File: config.mk
export PLATFORM = sky130hd
export DESIGN_NAME = alu_issue_ctrl
export DESIGN_NICKNAME = d
export VERILOG_FILES = /design/src/rtl/alu_issue_ctrl.sv
export SDC_FILE = /design/constraint.sdc
export NUM_CORES = 1
export LEC_CHECK = 0
export ABC_AREA = 1
export CAP_MARGIN = 20
export CORE_MARGIN = 3
export CORE_UTILIZATION = 35
export DETAILED_ROUTE_END_ITERATION = 6
export SYNTH_ARGS = -nofsm -noshare
export SYNTH_HDL_FRONTEND = slang
export SYNTH_SLANG_ARGS = --single-unit
File: constraint.sdc
create_clock -name clk -period 2.4 [get_ports clk]
set_clock_uncertainty 0.15 [all_clocks]
set_input_delay 0.72 -clock clk [delete_from_list [all_inputs] [get_ports clk]]
set_output_delay 0.72 -clock clk [all_outputs]
set_load 0.1 [all_outputs]
File: src/rtl/alu_issue_ctrl.sv
// Issue sequencer for the 8-bit registered ALU: it accepts one request, strobes the ALU once,
// captures the result and flags, writes the result back and pulses a response.
module alu_issue_ctrl #(
    parameter int          REG_AW  = 2,
    parameter logic [7:0]  RST_VAL = 8'h00
) (
    input  logic              clk,
    input  logic              rst_n,
    input  logic              req_valid,
    output logic              req_ready,
    input  logic [2:0]        req_op,
    input  logic [REG_AW-1:0] req_rd,
    input  logic [REG_AW-1:0] req_rs,
    input  logic [7:0]        req_imm,
    output logic              rsp_valid,
    output logic [7:0]        rsp_data,
    output logic              flag_cf,
    output logic              flag_af,
    output logic              flag_zf,
    output logic              flag_sf,
    output logic              flag_of,
    output logic              alu_add,
    output logic              alu_sub,
    output logic              alu_inc,
    output logic              alu_dec,
    output logic [7:0]        alu_x,
    output logic [7:0]        alu_y,
    input  logic [7:0]        alu_res,
    input  logic              alu_cf,
    input  logic              alu_af,
    input  logic              alu_zf,
    input  logic              alu_sf,
    input  logic              alu_of,
    input  logic [REG_AW-1:0] dbg_addr,
    output logic [7:0]        dbg_data
);

    localparam int NREG = 2 ** REG_AW;

    localparam logic [2:0] OP_ADD = 3'd1;
    localparam logic [2:0] OP_SUB = 3'd2;
    localparam logic [2:0] OP_INC = 3'd3;
    localparam logic [2:0] OP_DEC = 3'd4;
    localparam logic [2:0] OP_LDI = 3'd5;
    localparam logic [2:0] OP_MOV = 3'd6;
    localparam logic [2:0] OP_CMP = 3'd7;

    typedef enum logic [1:0] {
        IDLE    = 2'd0,
        ISSUE   = 2'd1,
        CAPTURE = 2'd2,
        RESP    = 2'd3
    } state_t;

    state_t            state_q;
    logic [7:0]        regs_q [NREG];
    logic [2:0]        op_q;
    logic [REG_AW-1:0] rd_q;
    logic [REG_AW-1:0] rs_q;
    logic              ready_q;
    logic              rsp_valid_q;
    logic [7:0]        rsp_data_q;
    logic [4:0]        flags_q;     // {cf, af, zf, sf, of}
    logic [3:0]        strobe_q;    // {add, sub, inc, dec}

    logic [3:0]        strobe_d;
    logic              issue_alu_d;
    logic [7:0]        direct_data_d;

    // Decode the incoming opcode into an ALU strobe and the direct (non-ALU) result value.
    always_comb begin
        strobe_d      = 4'b0000;
        issue_alu_d   = 1'b0;
        direct_data_d = regs_q[req_rd];
        case (req_op)
            OP_ADD: begin
                strobe_d    = 4'b1000;
                issue_alu_d = 1'b1;
            end
            OP_SUB, OP_CMP: begin
                strobe_d    = 4'b0100;
                issue_alu_d = 1'b1;
            end
            OP_INC: begin
                strobe_d    = 4'b0010;
                issue_alu_d = 1'b1;
            end
            OP_DEC: begin
                strobe_d    = 4'b0001;
                issue_alu_d = 1'b1;
            end
            OP_LDI: begin
                direct_data_d = req_imm;
            end
            OP_MOV: begin
                direct_data_d = regs_q[req_rs];
            end
            default: begin
                direct_data_d = regs_q[req_rd];
            end
        endcase
    end

    // Sequencer state, register file, flags and all registered outputs.
    always_ff @(posedge clk or negedge rst_n) begin
        if (!rst_n) begin
            state_q     <= IDLE;
            for (int i = 0; i < NREG; i++) begin
                regs_q[i] <= RST_VAL;
            end
            op_q        <= 3'd0;
            rd_q        <= '0;
            rs_q        <= '0;
            ready_q     <= 1'b1;
            rsp_valid_q <= 1'b0;
            rsp_data_q  <= 8'h00;
            flags_q     <= 5'b00000;
            strobe_q    <= 4'b0000;
        end else begin
            rsp_valid_q <= 1'b0;
            strobe_q    <= 4'b0000;
            case (state_q)
                IDLE: begin
                    if (req_valid && ready_q) begin
                        op_q    <= req_op;
                        rd_q    <= req_rd;
                        rs_q    <= req_rs;
                        ready_q <= 1'b0;
                        if (issue_alu_d) begin
                            strobe_q <= strobe_d;
                            state_q  <= ISSUE;
                        end else begin
                            // NOP writes nothing; LDI and MOV commit right at the accept edge.
                            if ((req_op == OP_LDI) || (req_op == OP_MOV)) begin
                                regs_q[req_rd] <= direct_data_d;
                            end
                            rsp_data_q  <= direct_data_d;
                            rsp_valid_q <= 1'b1;
                            state_q     <= RESP;
                        end
                    end else begin
                        ready_q <= 1'b1;
                    end
                end
                ISSUE: begin
                    state_q <= CAPTURE;
                end
                CAPTURE: begin
                    flags_q    <= {alu_cf, alu_af, alu_zf, alu_sf, alu_of};
                    rsp_data_q <= alu_res;
                    if (op_q != OP_CMP) begin
                        regs_q[rd_q] <= alu_res;
                    end
                    rsp_valid_q <= 1'b1;
                    state_q     <= RESP;
                end
                RESP: begin
                    ready_q <= 1'b1;
                    state_q <= IDLE;
                end
                default: begin
                    ready_q <= 1'b1;
                    state_q <= IDLE;
                end
            endcase
        end
    end

    assign req_ready = ready_q;
    assign rsp_valid = rsp_valid_q;
    assign rsp_data  = rsp_data_q;
    assign {flag_cf, flag_af, flag_zf, flag_sf, flag_of} = flags_q;
    assign {alu_add, alu_sub, alu_inc, alu_dec}          = strobe_q;
    assign alu_x     = regs_q[rd_q];
    assign alu_y     = regs_q[rs_q];
    assign dbg_data  = regs_q[dbg_addr];

endmodule

Word-level counts from Yosys, hierarchy flattened

Cells that the tools add are included.

Output and inout bits: 43
Word-level logic and storage cells: 95
Register bits: 60

$lt $le $gt $ge: 7
Equal/unequal tests: 15
Mux-type cells: 43
Bitwise operators: 5
Reductions and logical operators: 12

Operators with widths:

| cell               | number |
|---|---|
| $mux 32            | 4 |
| $mux 8             | 14 |
| $bmux 8 s2         | 5 |
| $bwmux 32          | 2 |
| $pmux 32 s2        | 1 |
| $demux 8 s2        | 2 |
| $pmux 8 s2         | 2 |
| $pmux 4 s4         | 1 |
| $ge 3x3->1 const B | 5 |
| $not 2->3          | 5 |
| $eq 3x3->1 const B | 4 |
| $mux 4             | 3 |
| $ne 2x2->1 const B | 4 |
| $pmux 2 s4         | 1 |
| $eq 3x2->1 const B | 2 |
| $lt 3x1->1 const B | 2 |
| $reduce_and 5->1   | 1 |
| $reduce_or 5->1    | 1 |
| $eq 2x2->1 const B | 2 |
| $mux 1             | 4 |
| $mux 2             | 2 |
| $pmux 1 s2         | 2 |
| $reduce_bool 2->1  | 2 |
| $eq 3x1->1 const B | 1 |
| other kinds (8)    | 10 |

Longest topological paths before layout

Depth in word-level cells: 10
Gate-level depth with buffers: 10

Least setup slack after synthesis

OpenSTA, ideal clock, no wires.

Path kind: input -> output
From: in dbg_addr[0]
To: out dbg_data[5]
Stages: 5
Path buffers: 2
Path slack: -1.288 ns
Data arrival time: 2.818 ns
Cells stage by stage: buf_2 inv_1 clkbuf_1 a21oi_1 a21oi_1

Longest elaborated chain between the ends: 4

Ends and longest elaborated chain:

| element                                   | RTL line | RTL |
|---|---|---|
| start, declared                           | 34       | `input logic [REG_AW-1:0] dbg_addr,` |
| $not 2->3 (implied by the code)           | 176      | `assign dbg_data = regs_q[dbg_addr];` |
| $bmux 8 s2                                | 176      |  |
| $mux 8 (implied by the code) (2 in a row) | 176      |  |
| end, declared                             | 35       | `output logic [7:0] dbg_data` |

No other way between the ends. The select of a mux whose other input is x is not followed.

Worst setup path in the final report

From: reg rd_q[0]
To: out alu_x[7]

Longest elaborated chain between the ends: 4

Ends and longest elaborated chain:

| element                                   | RTL line | RTL |
|---|---|---|
| start, declared                           | 58       | `logic [REG_AW-1:0] rd_q;` |
| start signal, assigned                    | 126      | `rd_q <= req_rd;` |
| $not 2->3 (implied by the code)           | 174      | `assign alu_x = regs_q[rd_q];` |
| $bmux 8 s2                                | 174      |  |
| $mux 8 (implied by the code) (2 in a row) | 174      |  |
| end, declared                             | 26       | `output logic [7:0] alu_x,` |

No other way between the ends. The select of a mux whose other input is x is not followed.

==> metrics.cfg <==
[status]
status = complete, but fails checks
violations = setup timing

[clocking]
cts_tree = done
clock_path_buffers = 2
clk_latency_ns = 0.33
cts_buffers = 9
clock_sinks = 60
cts_root_buffer = clkbuf_16
cts_hold_buf = 0
path_clk_slew_ns = 0.05
htreeDepth = 3

[placement]
dpl.cell_count = 925
post-dp-hpwl_mm = 11.7
gp_congestion = 0.905
place_ws_ns = -0.516
portBuffers = 75

[synth]
yosysUniqueCellTypes = 32
synth_edf_count = 0
yosys-top-cells-count = nor2_1, nand2_1, a21oi_1
synth.area.top_cells = dfrtp_1, nor2_1, a21oi_1
ys_seq_area_share_pct = 34.3
synth_fp_nets = 696
postSynthAreaPerCell_um2 = 6.64
ys_ff_latch = 60
synth_area_um2 = 4380
synth_most_common_cell = nor2_1
yosys.area.top_type_share_pct = 33.7
yosys.area.top_type = dfrtp_1
syn_inst = 660
yosys_warnings = 0
synth_flop_cell = dfrtp_1
async_flop_share_pct = 100

[worst_setup_path]
cp-start-kind = register
cp-end-kind = output pin
critical_path_class = register to output pin
crit_chain = buf_6 -> nor2_4 -> inv_8 -> o221ai_4 -> buf_12
slowest_stage = dfrtp_1
cp.arrival_ns = 1.56
cp.required_ns = 1.53
max_stage_delay_ns = 0.40
crit_fanout = 9

[flow_run]
maxCapViolCount = 0

[floorplan]
die_x_um = 118
fp.coreArea_um2 = 12100
die-height_um = 118
start_util_pct = 36.2
rows = 40
die_area_um2 = 13900
pin_count = 76

[global_routing]
grt.total_usage_pct = 21.8
grt_max_degree = 43
grt_pass1_vias = 4921
antenna_found_initial = 0
grt-ovfl-total = 0
grt_pass1_wl_mm = 24.7

[timing]
rsz0062_at_grt = yes
relSlewSlack_pct = 68.1
maxSlewViolCount = 0
min_period_ns = 2.43
setup_viol = 8
worst_slack_ns = -0.0328
worstMarginPinSlew_ns = 0.479
fmax_ghz = 0.411
finalCritPeriodShare_pct = 101
hold_viol_final = 0

[layout]
nFillCells = 1108
fin_nets = 823
drive_above_1_share_pct = 31.2
fin_util_pct = 58.3
synthToLayoutAreaGrowth_pct = 61.2
instances_no_fill = 960
multi_input_area_um2 = 3100
antenna_cells = 0
seq_area_um2 = 1500

[detailed_routing]
wl_per_cell_um = 16.2
dr_total_vias = 4995
drt_iter0_markers = 356
drt_pass1_iterations = 6
viasPerCell = 5.20
ant_nets = 0
wl_mm = 15.5
drc = 0

[min_path]
worstHoldPathType = primary input to async pin

==> routing by layer <==
metal	part of all wire [%]	global-route usage [%]
met5	0	0
met3	6.3	4.90
met1	45	28.7
met4	2.2	7.77
met2	47	35.1
==> worst paths after layout <==
path	end	depth (start not counted)	from	slack, ns
min	rsp_data[3]$_DFFE_PN0P_	1	rst_n	0.19
min in group clk	flags_q[1]$_DFFE_PN0P_	2	flags_q[1]$_DFFE_PN0P_	0.32
max reg2reg	regs_q[25]$_DFFE_PN0P_	8	state_q[0]$_DFFE_PN0N_	0.26
max	alu_x[7]	5	rd_q[0]$_DFFE_PN0P_	-0.03
min reg2reg	flags_q[1]$_DFFE_PN0P_	2	flags_q[1]$_DFFE_PN0P_	0.32
max in group asynchronous	regs_q[5]$_DFFE_PN0P_	2	rst_n	1.34
==> layout make-up <==
class	count	share of cell area, %
clock buffers	10	3.24
clock inverters	6	0.779
inverters	68	4.04
multi-input cells	512	43.8
flip-flops and latches	60	21.3
well taps	168	2.97
repair buffers	133	23.6
repair inverters	3	0.283
==> timing repair <==
item	in CTS	in global routing
setup buffers	8	4
cloned	4	3
setup endpoints to repair	17	24
resized for setup	48	43
pin swaps	4	4
==> critical path, delay by kind of cell (launching register included) <==
family                 cells  cell delay (ns)
AOI/OAI and AO/OA          1             0.24
DFF                        1             0.40
and+or+nand+nor            1             0.13
buffers and inverters      3             0.46
==> registers in the layout (all words and copies together) (netlist names) <==
| register | cells |
|---|---|
| regs_q | 32 |
| rsp_data | 8 |
| flags_q | 5 |
| strobe_q | 4 |
| op_q | 3 |
| rd_q | 2 |
| rs_q | 2 |
| state_q | 2 |
| req_ready | 1 |
| rsp_valid | 1 |
==> per-stage QoR <==
step | setup TNS, ns | hold slack, ns | instance area [um^2]
after floorplan | -1.38 | 0.274 | 4820
after global placement | -5.71 | 0.309 | 6320
after detailed placement | -7.45 | 0.312 | 6320
after CTS | -0.284 | 0.196 | 6860
after global routing | -0.750 | 0.217 | 7070
final | -0.144 | 0.187 | 7070
==> layout by cell type (no fill, tap or decap), types with 5 or more instances in the layout <==
master,n
a21oi_4,21
buf_6,6
nor2_1,138
clkinv_2,5
nand3_1,71
buf_4,51
nand2_1,115
dfrtp_1,58
nand2_2,11
inv_2,10
a21oi_2,29
a21boi_0,8
o21ai_0,10
o221ai_4,8
inv_4,5
o21ai_2,10
a21oi_1,54
clkbuf_16,11
nor2_4,7
a22oi_2,8
buf_12,42
inv_1,51
clkdlybuf4s50_1,29
==> cell families (layout without fill, tap and decap cells) <==
kind of cell	Yosys count	after routing	share of synthesized area, %
buf+inv	89	220	8.53
compound gates	156	156	20.7
fa+ha+maj	3	3	0.856
flops	60	60	34.3
simple gates	352	353	35.6
Power is left out: the tool's default activity adds up to more than one toggle a clock period on the data nets, which glitch-free logic cannot reach.
